**config.mk**
```make
export PLATFORM = sky130hd
export DESIGN_NAME = bsg_counter_set_down_max_val_p128_init_val_p0
export DESIGN_NICKNAME = d
export VERILOG_FILES = /design/src/rtl/bsg_counter_set_down_max_val_p128_init_val_p0.sv
export SDC_FILE = /design/constraint.sdc
export NUM_CORES = 1
export LEC_CHECK = 0
export CAP_MARGIN = 20
export CORE_AREA = 10 10 47 49
export DETAILED_ROUTE_END_ITERATION = 7
export DIE_AREA = 0 0 57 59
export PLACE_DENSITY_LB_ADDON = 0.05
export SKIP_CTS_REPAIR_TIMING = 1
export SLEW_MARGIN = 15
export SYNTH_ARGS = -nofsm -noshare
export SYNTH_HDL_FRONTEND = slang
export SYNTH_SLANG_ARGS = --single-unit
export TNS_END_PERCENT = 30
```
**constraint.sdc**
```tcl
create_clock -name clk_i -period 6.24 [get_ports clk_i]
set_input_delay 1.248 -clock clk_i [delete_from_list [all_inputs] [get_ports clk_i]]
set_output_delay 1.248 -clock clk_i [all_outputs]
set_load 0.005 [all_outputs]
```
**src/rtl/bsg_counter_set_down_max_val_p128_init_val_p0.sv**
```systemverilog
`default_nettype none
// ============================================================================
// bsg_counter_set_down_max_val_p128_init_val_p0 -- loadable saturating down-counter
//    with zero decode and sticky underflow flag.  Rev 1.0
// ============================================================================
module bsg_counter_set_down_max_val_p128_init_val_p0 #(
   parameter  int MAX_VAL_P  = 128,
   parameter  int INIT_VAL_P = 0,
   localparam int W          = $clog2(MAX_VAL_P + 1)
) (
   input  logic         clk_i,
   input  logic         reset_i,
   input  logic         clear_i,
   input  logic         set_i,
   input  logic [W-1:0] val_i,
   input  logic         down_i,
   output logic [W-1:0] count_o,
   output logic         zero_o,
   output logic         underflow_o
);

   localparam logic [W-1:0] C_MAX  = W'(MAX_VAL_P);
   localparam logic [W-1:0] C_INIT = W'(INIT_VAL_P);

   if (INIT_VAL_P > MAX_VAL_P) begin : g_bad_init
      $error("init value exceeds max value");
   end

   logic [W-1:0] count_q, count_d;
   logic         uf_q, uf_d;
   logic [W-1:0] w_base;
   logic         w_base_zero;
   logic         w_uf_evt;

   // val_i only reaches the base mux under set_i, so an X on it stays out of state
   always_comb begin
      w_base = count_q;
      if (clear_i)
         w_base = '0;
      else if (set_i)
         w_base = (val_i > C_MAX) ? C_MAX : val_i;
   end

   assign w_base_zero = (w_base == '0);
   assign w_uf_evt    = down_i & w_base_zero;

   always_comb begin
      count_d = w_base - W'(down_i & ~w_base_zero);
      uf_d    = clear_i ? w_uf_evt : (uf_q | w_uf_evt);
   end

   always_ff @(posedge clk_i) begin
      if (reset_i) begin
         count_q <= C_INIT;
         uf_q    <= 1'b0;
      end else begin
         count_q <= count_d;
         uf_q    <= uf_d;
      end
   end

   assign count_o     = count_q;
   assign zero_o      = (count_q == '0);
   assign underflow_o = uf_q;

endmodule
`default_nettype wire

```
-- Word level (Yosys, flattened, before mapping)
Index checks and enable logic that the tools add are counted.
- register bits after elaboration: 9
- input port bits: 13
- add/subtract/negate cells: 1
- magnitude comparators: 1
- mux-type cells: 4
- bitwise logic cells: 4
- reductions and logical operators: 2
- operators by type and width (cell ; number):
    8-bit 2-to-1 mux ; 3
    8-bit logical NOT ; 2
    1-bit by 8-bit bitwise AND with 8-bit output ; 1
    8-bit greater-than comparator, second input constant ; 1
    1-bit inverter with 8-bit output ; 1
    8-bit subtractor ; 1
    1-bit bitwise AND ; 1
    1-bit 2-to-1 mux ; 1
    1-bit bitwise OR ; 1

-- Longest topological paths before layout
- depth in word-level cells: 8
- mapped depth: 12
- depth with buffers taken out: 12

-- Worst setup path before layout
No wires, ideal clock.
- path type: input to register
- start: in set_i
- end: reg count_q[6] (netlist: count_o[6])
- library setup time: 127 ps
- arrival: 3267 ps
- data required time: 6113 ps
- slack: 2846 ps
- stages: 12
- buffers on the path: 0
- cell sequence: nor2b_1 -> a32oi_2 -> nand4_1 -> or4b_1 -> and2_1 -> ha_1 -> ha_1 -> inv_1 -> a221oi_1 -> nand4_1 -> xnor2_1 -> nor2_1
- word-level cells in the longest chain between the ends: 6
- RTL lines (what ; line ; text):
    from (decl) ; 14 ; input logic set_i,
    8-bit 2-to-1 mux (*) ; 40 ; else if (set_i)
    8-bit 2-to-1 mux (*) ; 38 ; if (clear_i)
    8-bit logical NOT ; 44 ; assign w_base_zero = (w_base == '0);
    1-bit inverter with 8-bit output ; 48 ; count_d = w_base - W'(down_i & ~w_base_zero);
    1-bit by 8-bit bitwise AND with 8-bit output ; 48 ;
    8-bit subtractor (*) ; 48 ;
    to (signal assigned) ; 57 ; count_q <= count_d;
    to (decl) ; 29 ; logic [W-1:0] count_q, count_d;
Every way passes the cells marked *; elsewhere a longest branch is shown, timed or not.
A chain may end at the register's enable or synchronous reset.

-- Worst setup path in the final report
- start: in clear_i
- end: reg count_q[6] (netlist: count_o[6])
- word-level cells in the longest chain between the ends: 5
- RTL lines (what ; line ; text):
    from (decl) ; 13 ; input logic clear_i,
    8-bit 2-to-1 mux (*) ; 38 ;
    8-bit logical NOT ; 44 ;
    1-bit inverter with 8-bit output ; 48 ;
    1-bit by 8-bit bitwise AND with 8-bit output ; 48 ;
    8-bit subtractor (*) ; 48 ;
Marked as above.

==> summary.md <==
| Metric | Value |
|---|---|
| Slowest-stage cell, CP | clkdlybuf4s50_1 |
| Peak VDD IR | 131 uV |
| Initial core utilization | 0.388 |
| FP Rows | 14 |
| Count of buffers from port buffering | 22 |
| Final hold viol count | 0 |
| Nets@finish | 102 |
| CP endpoint kind | flip-flop |
| Setup Skew | 0.232 ps |
| Max_cap viols | 0 |
| Final max-slew violation count | 0 |
| GR Util All Layers | 0.102 |
| Crit path from | clear_i |
| DR vias | 547 |
| Clock sink count | 9 |
| Core area | 1400 um2 |
| First-pass GRT wire length | 2.76 mm |
| Detailed Route Iter0 Violations | 12 |
| Kind of critical path | in2reg |
| Worst-path clk slew | 60 ps |
| Root buffer cell | clkbuf_4 |
| Synth Warn # | 0 |
| Post-route setup slack | 2360 ps |
| CTS tree | yes |
| Commonest cells after routing, fill and taps aside | clkdlybuf4s50_1, nor2_1, dfxtp_1 |
| Yosys reg bits | 9 |
| Die ar. | 3360 um2 |
| Largest net degree at the start of global routing | 12 |
| Vias/cell | 5.36 |
| Post-synth top flop | dfxtp_1 |
| Die width | 57 um |
| FFs w/ async S/R, synth | 0 |
| Setup Viol. Count Final | 0 |
| Mux share of post-synthesis cell area | 0.0184 |
| Total grt overflow | 0 |
| Fillers | 139 |
| Syn_nets | 76 |
| Total CTS buffers | 3 |
| TNS Setup | 0 ps |
| Htree depth | 1 |
| Avg WL per Cell | 14.7 um |
| Dpl cells | 98 |
| Post-synthesis xor/xnor area fraction | 0.0322 |
| Worst-path fanout max | 8 |
| RSZ-0062 raised after global routing | no |
| Die Ht | 59 um |
| Post-route insts no fill | 102 |
| Cells after Synth | 61 |
| Worst r2r src | count_o[5] |
| Number of antenna diodes | 0 |
| Antenna violations before repair | 0 |
| Pre-CTS setup slack | 2060 ps |
| Post-Synth Simple-Gate Area | 0.297 |
| Hold_ws | 475 ps |
| Register area share after synthesis | 0.331 |
| Synthesis-to-layout area growth | 48.3% |
| Dpl hpwl | 1.19 mm |
| Mapped Area | 544 um2 |
| Slew headroom | 0.659 |
| Drc violations | 0 |
| Syn avg cell area | 8.92 um2 |
| IO Pins | 23 |
| DR pass1 iterations | 4 |
| Worst EP required | 6380 ps |
| Minimum clock period | 3880 ps |
| Slew @ Worst Pin | 512 ps |
| Power per cell area | 216 nW/um2 |
| Max incr delay on CP | 570 ps |
| CP endpoint | count_o[6] |
| Cell Chain, Critical Path | clkdlybuf4s50_1, nor2_2, a32oi_1, nand4_1, or4b_1, and2_1, ha_1, ha_1, inv_1, a221oi_1, nand4_1, xnor2_1, nor2_1 |
| Gpl congestion | 0.787 |
| Final period util | 0.622 |
| Outcome | complete, no violations |
| Share of cells above drive strength 1 | 0.0930 |
| CTS max path bufs | 2 |
| Number of flops mapped to enable cells by yosys | 0 |
| Vias in the first global route | 599 |
| CP startpoint kind | input pin |
| Reg2Reg Setup Slack | 3750 ps |
| Type of the most critical hold path | reg2reg |
| Leakage power | 0.000320 uW |
| Data arrival, critical path | 4020 ps |
| Largest family of logic cells by synthesized area | simple AND/OR/NAND/NOR gates |
| Fmax | 258 MHz |
| FF-to-FF End | count_o[6] |
| Worst skew pair latency | 260 ps |
| Post-DRT Antenna Nets | 0 |
| R2R cell count | 11 |
| Most common cell after layout, fill and taps aside | clkdlybuf4s50_1 |
| Distinct cells, synth | 28 |
| Routed wire length | 1.50 mm |
| Compound-Gate Fraction of Synth Area | 0.241 |
| Adder-cell share of the synthesized area | 0.0460 |
state kept, by name, indices dropped and copies added (netlist names):
| name | flops |
|---|---|
| underflow_o | 1 |
| count_o | 8 |
through the flow:
| step | total power (uW) | area [um2] | util |
|---|---|---|---|
| 3_5_place_dp | 131 | 781 | 0.557 |
| 2_1_floorplan | 99.1 | 544 | - |
| 5_1_grt | 191 | 807 | 0.576 |
| 3_3_place_gp | 131 | 781 | 0.557 |
| 4_1_cts | 176 | 807 | 0.576 |
| 6_report | 175 | 807 | 0.576 |
cells in the mapped netlist, drive strengths merged, types with 3 or more instances:
cell type / instances / area share
a32oi: 6 / 0.14
nor2: 11 / 0.080
dfxtp: 9 / 0.33
nand2: 3 / 0.021
inv: 4 / 0.028
per-layer routing:
layer,vias to the layer above,routed length [um],part of all wire,track usage
li1,278,-,-,-
met1,245,658,0.44,0.119
met2,19,671,0.45,0.153
met3,5,137,0.091,0.0386
met4,0,36,0.024,0.0671
met5,-,0,0,0
cells by family after synthesis:
kind of cell | Yosys count
fa+ha+maj | 2
xor+xnor | 2
buf+inv | 5
simple gates | 28
compound gates | 14
flops | 9
mux | 1
area by class of cell:
cell class / instances / area [um2] / area share
well taps: 16 / 20.0 / 0.0248
inverters: 4 / 15.0 / 0.0186
flip-flops and latches: 9 / 180 / 0.223
clock buffers: 4 / 26.3 / 0.0326
repair buffers: 22 / 220 / 0.273
multi-input cells: 47 / 345 / 0.428
worst max-delay path: cells and delay by family:
| kind | cells | cell delay [ps] |
|---|---|---|
| adders and majority gates | 2 | 390 |
| buffers and inverters | 2 | 620 |
| and+or+nand+nor | 6 | 1250 |
| AOI/OAI and AO/OA | 2 | 390 |
| xor gates and xnor gates | 1 | 120 |
how the worst min path moves through the flow:
stage	startpoint	to	slack [ps]	cells past startpoint
floorplan	underflow_o	underflow_o	470	2
global placement	underflow_o	underflow_o	460	2
detailed placement	underflow_o	underflow_o	470	2
CTS	underflow_o	underflow_o	480	2
global route	underflow_o	underflow_o	520	2
finish	underflow_o	underflow_o	480	2
power by group:
group,switching (uW),internal (uW),total (uW)
Combinational,24.9,35.4,60.3
Sequential,4.95,64.0,69.0
Clock,20.7,24.7,45.4
Note: power is estimated with default switching activity, not from simulation.
